==> src/rtl/sysu_cnt_extender.sv <==
// Extends an asynchronous 4-bit ripple counter with a glitch-filtered sampler, an upper
// wrap counter and a frozen snapshot register read through a VALID/ACK handshake.
module sysu_cnt_extender #(
  parameter int unsigned ExtW       = 8,
  parameter int unsigned SyncStages = 2
) (
  input  logic              cp_i,
  input  logic              mr_ni,
  input  logic [3:0]        q_in_i,
  input  logic              clr_i,
  input  logic              latch_i,
  input  logic              ack_i,
  output logic [ExtW+3:0]   cnt_o,
  output logic [ExtW+3:0]   snap_o,
  output logic              valid_o,
  output logic              ovf_o,
  output logic              miss_o
);

  typedef enum logic [1:0] {
    StIdle = 2'b01,
    StHold = 2'b10
  } state_e;

  logic [3:0]            q_sync_q [SyncStages];
  logic [SyncStages-1:0] l_sync_q;
  logic                  l_prev_q;

  logic [3:0]      nib_q, nib_d;
  logic [ExtW-1:0] ext_q, ext_d;
  logic            ovf_q, ovf_d;
  logic            miss_q, miss_d;
  logic [ExtW+3:0] snap_q, snap_d;
  state_e          state_q, state_d;

  logic [3:0] q_last;
  logic [3:0] q_next;
  logic       accept;
  logic       wrap;
  logic       latch_evt;

  always_ff @(posedge cp_i or negedge mr_ni) begin
    if (!mr_ni) begin
      for (int i = 0; i < SyncStages; i++) q_sync_q[i] <= '0;
      l_sync_q <= '0;
      l_prev_q <= 1'b0;
      nib_q    <= '0;
      ext_q    <= '0;
      ovf_q    <= 1'b0;
      miss_q   <= 1'b0;
      snap_q   <= '0;
      state_q  <= StIdle;
    end else begin
      q_sync_q[0] <= q_in_i;
      for (int i = 1; i < SyncStages; i++) q_sync_q[i] <= q_sync_q[i-1];
      l_sync_q <= {l_sync_q[SyncStages-2:0], latch_i};
      l_prev_q <= l_sync_q[SyncStages-1];
      nib_q    <= nib_d;
      ext_q    <= ext_d;
      ovf_q    <= ovf_d;
      miss_q   <= miss_d;
      snap_q   <= snap_d;
      state_q  <= state_d;
    end
  end

  // A value is accepted once the last synchronized sample and the one following it agree,
  // so a single-cycle ripple intermediate never reaches the nibble.
  assign q_last    = q_sync_q[SyncStages-1];
  assign q_next    = q_sync_q[SyncStages-2];
  assign accept    = (q_next == q_last) && (q_last != nib_q);
  assign wrap      = accept && (q_last < nib_q);
  assign latch_evt = l_sync_q[SyncStages-1] & ~l_prev_q;

  always_comb begin
    nib_d  = accept ? q_last : nib_q;
    ext_d  = ext_q;
    ovf_d  = ovf_q;
    miss_d = miss_q;
    if (wrap) begin
      if (ext_q == '1) begin
        ext_d = '0;
        ovf_d = 1'b1;
      end else begin
        ext_d = ext_q + 1'b1;
      end
    end
    if (latch_evt && (state_q == StHold)) miss_d = 1'b1;
    if (clr_i) begin
      ext_d  = '0;
      ovf_d  = 1'b0;
      miss_d = 1'b0;
    end
  end

  always_comb begin
    state_d = state_q;
    snap_d  = snap_q;
    case (state_q)
      StIdle: begin
        if (latch_evt) begin
          snap_d  = {ext_q, nib_q};
          state_d = StHold;
        end
      end
      StHold: begin
        if (ack_i) state_d = StIdle;
      end
      default: state_d = StIdle;
    endcase
  end

  assign cnt_o   = {ext_q, nib_q};
  assign snap_o  = snap_q;
  assign valid_o = (state_q == StHold);
  assign ovf_o   = ovf_q;
  assign miss_o  = miss_q;

endmodule

==> config.mk <==
export PLATFORM = sky130hd
export DESIGN_NAME = sysu_cnt_extender
export DESIGN_NICKNAME = d
export VERILOG_FILES = /design/src/rtl/sysu_cnt_extender.sv
export SDC_FILE = /design/constraint.sdc
export NUM_CORES = 1
export LEC_CHECK = 0
export CAP_MARGIN = 20
export CELL_PAD_IN_SITES_DETAIL_PLACEMENT = 2
export CELL_PAD_IN_SITES_GLOBAL_PLACEMENT = 2
export CORE_MARGIN = 2
export CORE_UTILIZATION = 33
export DETAILED_ROUTE_END_ITERATION = 12
export PLACE_DENSITY = 0.88
export SYNTH_ARGS = -nofsm -noshare
export SYNTH_HDL_FRONTEND = slang
export SYNTH_SLANG_ARGS = --single-unit
export TNS_END_PERCENT = 20
==> constraint.sdc <==
create_clock -name cp_i -period 2.3 [get_ports cp_i]
set_input_delay 0.46 -clock cp_i [delete_from_list [all_inputs] [get_ports cp_i]]
set_output_delay 0.46 -clock cp_i [all_outputs]
set_load 0.005 [all_outputs]
==> results.cfg <==
[logic_synthesis]
netlist_instances = 135
syn_area_um2 = 1720
yosysWarnings = 0
synth_cell_types = 34
mappedNetlistNets = 149
ys_seq_elements = 39
avgSynthCellArea_um2 = 12.74
seq_area_frac_synth_pct = 56.80

[worst_setup_path]
end_kind = register
cp.arrival_ns = 2.34
crit_type = reg -> reg
worst_setup_path_start_kind = register
critical_path_peak_fanout = 7
required_ns = 2.49

[sta]
fmax_mhz = 465.8
rsz0062_at_grt = no
min_period_over_period_pct = 93.34
hold_ws_ns = 0.2662
slew_headroom_pct = 41.64
hold_viol = 0
setup_viol = 0
slew_violations = 0
layout_min_cycle_time_ns = 2.147
tns_ns = 0
skew_ns = 0.006369
worstMarginPinSlew_ns = 0.8753

[run_status]
status = complete, no violations

[power]
p_leak_nw = 0.9598
ir_drop_mv = 0.4855
power_per_cell_area_nw_per_um2 = 790.1
power_w = 0.001767

[routing]
drt_iter0_markers = 45
routed_wl_um = 4596
drtPass1Iterations = 6
ant_nets = 0
avgViaCountPerCell = 5.235
num_vias = 1293
drc = 0
wl_per_cell_um = 18.61

[finish]
area_delta_synth_final_pct = 29.96
antennaDiodeCount = 0
drive_above_1_share_pct = 18.08
layout_commonest_cell = dfrtp_1
layout_common_cells = 38 x dfrtp_1, 34 x clkdlybuf4s50_1, 16 x mux2_2
nets = 190
fin_cells = 247

[cts]
clock_path_buffers = 2
cts-root-buf = clkbuf_8
post-cts-setup-buffers = 0
cts_tree = done
clk_pin_slew_worst_paths_ns = 0.08
postCtsHoldBufs = 0
insertion_delay_ns = 0.30
clock-sinks = 39
ctsResizeCount = 0
cts_max_level = 2
cts_made_buffers = 5

[placed_design]
dp.cells = 239
place_congestion = 0.8117
dp_hpwl_um = 3424
port_buffers = 35

[grt]
grt_max_degree = 40
grt_pass1_wl_um = 7734
grt_pass1_vias = 1517
grtUsageTotal_pct = 17.15
antenna_found_initial = 0
gr-total-overflow = 0

[min_path]
hold_class = in -> async

[floorplan]
start_util_pct = 33.90
coreArea_um2 = 5075
row_count = 26
ios = 36
dieWidth_um = 76.21
die_h_um = 76.21
die-area_um2 = 5807

[flow_run]
maxCapViolCount = 0
==> cell usage after synthesis, drive strengths merged <==
library cell | number | share of area [%]
a2111oi | 2 | 1.0
a21oi | 4 | 1.4
a31oi | 1 | 0.36
a41oi | 1 | 0.51
and2 | 3 | 1.1
and3 | 2 | 0.73
and4 | 2 | 1.1
and4bb | 1 | 0.73
buf | 1 | 0.29
clkbuf | 1 | 0.22
dfrtp | 38 | 55
dfstp | 1 | 1.5
ha | 5 | 3.6
inv | 7 | 1.5
mux2 | 19 | 12
nand2 | 3 | 0.65
nand2b | 2 | 0.73
nand3 | 5 | 1.5
nand4 | 6 | 2.5
nor2 | 8 | 1.7
nor2b | 6 | 2.2
nor4 | 3 | 1.1
o211a | 1 | 0.58
o211ai | 1 | 0.44
o21ai | 1 | 0.29
o31ai | 2 | 0.87
o32ai | 3 | 1.5
or3 | 2 | 0.73
xnor2 | 4 | 3.3
==> path summary, 6_finish.rpt <==
path	slack (ns)	start	cells after the start	end
max	0.15	nib_q[1]	6	ext_q[6]
min	0.27	mr_ni	1	snap_o[7]
max reg2reg	0.15	nib_q[1]	6	ext_q[6]
min reg2reg	0.36	l_sync_q[0]	0	l_sync_q[1]
max in group asynchronous	1.47	mr_ni	1	q_last[0]
min in group cp_i	0.36	l_sync_q[0]	0	l_sync_q[1]
==> cells by family after synthesis <==
kind of cell / share of synthesized area (%)
adder cells (fa/ha/maj): 3.636
multiplexers: 12.44
AO/OA/AOI/OAI: 6.982
buffers and inverters: 2.036
XOR/XNOR: 3.346
flip-flops: 56.80
AND/OR/NAND/NOR: 14.76
==> area by class of cell <==
| class | instances | area [um2] |
|---|---|---|
| Fill cell | 520 | 2839 |
| Sequential cell | 39 | 977.2 |
| Multi-Input combinational cell | 87 | 708.2 |
| Timing Repair Buffer | 36 | 352.8 |
| Tap cell | 70 | 87.58 |
| Clock buffer | 7 | 76.32 |
| Inverter | 7 | 26.28 |
| Clock inverter | 1 | 7.507 |
==> layer usage <==
| layer | global-route usage (%) | part of all wire (%) | up-vias |
|---|---|---|---|
| met1 | 18.51 | 39 | 662 |
| met4 | 8.545 | 2.5 | 0 |
| met2 | 30.27 | 53 | 42 |
| met3 | 5.332 | 5.1 | 14 |
| met5 | 0 | 0 | - |
| li1 | - | - | 575 |
==> where the power goes <==
group / switching (W) / internal, W
registers: 0.0000766 / 0.000769
logic: 0.000209 / 0.000250
clock network: 0.000247 / 0.000215
total: 0.000533 / 0.00123
==> critical path, cell delays in order, from the launching register on <==
cell and delay [ns]:
dfrtp_1 0.41, inv_1 0.06, ha_1 0.31, nor2b_1 0.16, o211a_1 0.31, nor4_1 0.42, mux2_1 0.36
==> through the flow <==
stage	area [um2]	util [%]	setup WS (ns)
2_1_floorplan	1720	-	0.4628
3_3_place_gp	2152	42.41	0.3008
3_5_place_dp	2152	42.41	0.1770
4_1_cts	2236	44.06	0.1305
5_1_grt	2236	44.06	0.02673
6_report	2236	44.06	0.1532
==> registers in the layout, indices dropped and copies added, names as in the netlist <==
| signal | flops |
|---|---|
| ext_q | 8 |
| l_prev_q | 1 |
| l_sync_q | 2 |
| miss_o | 1 |
| nib_q | 4 |
| ovf_o | 1 |
| q_last | 4 |
| q_next | 4 |
| snap_o | 12 |
| state_q | 2 |
Power figures use the tool's default switching activity.
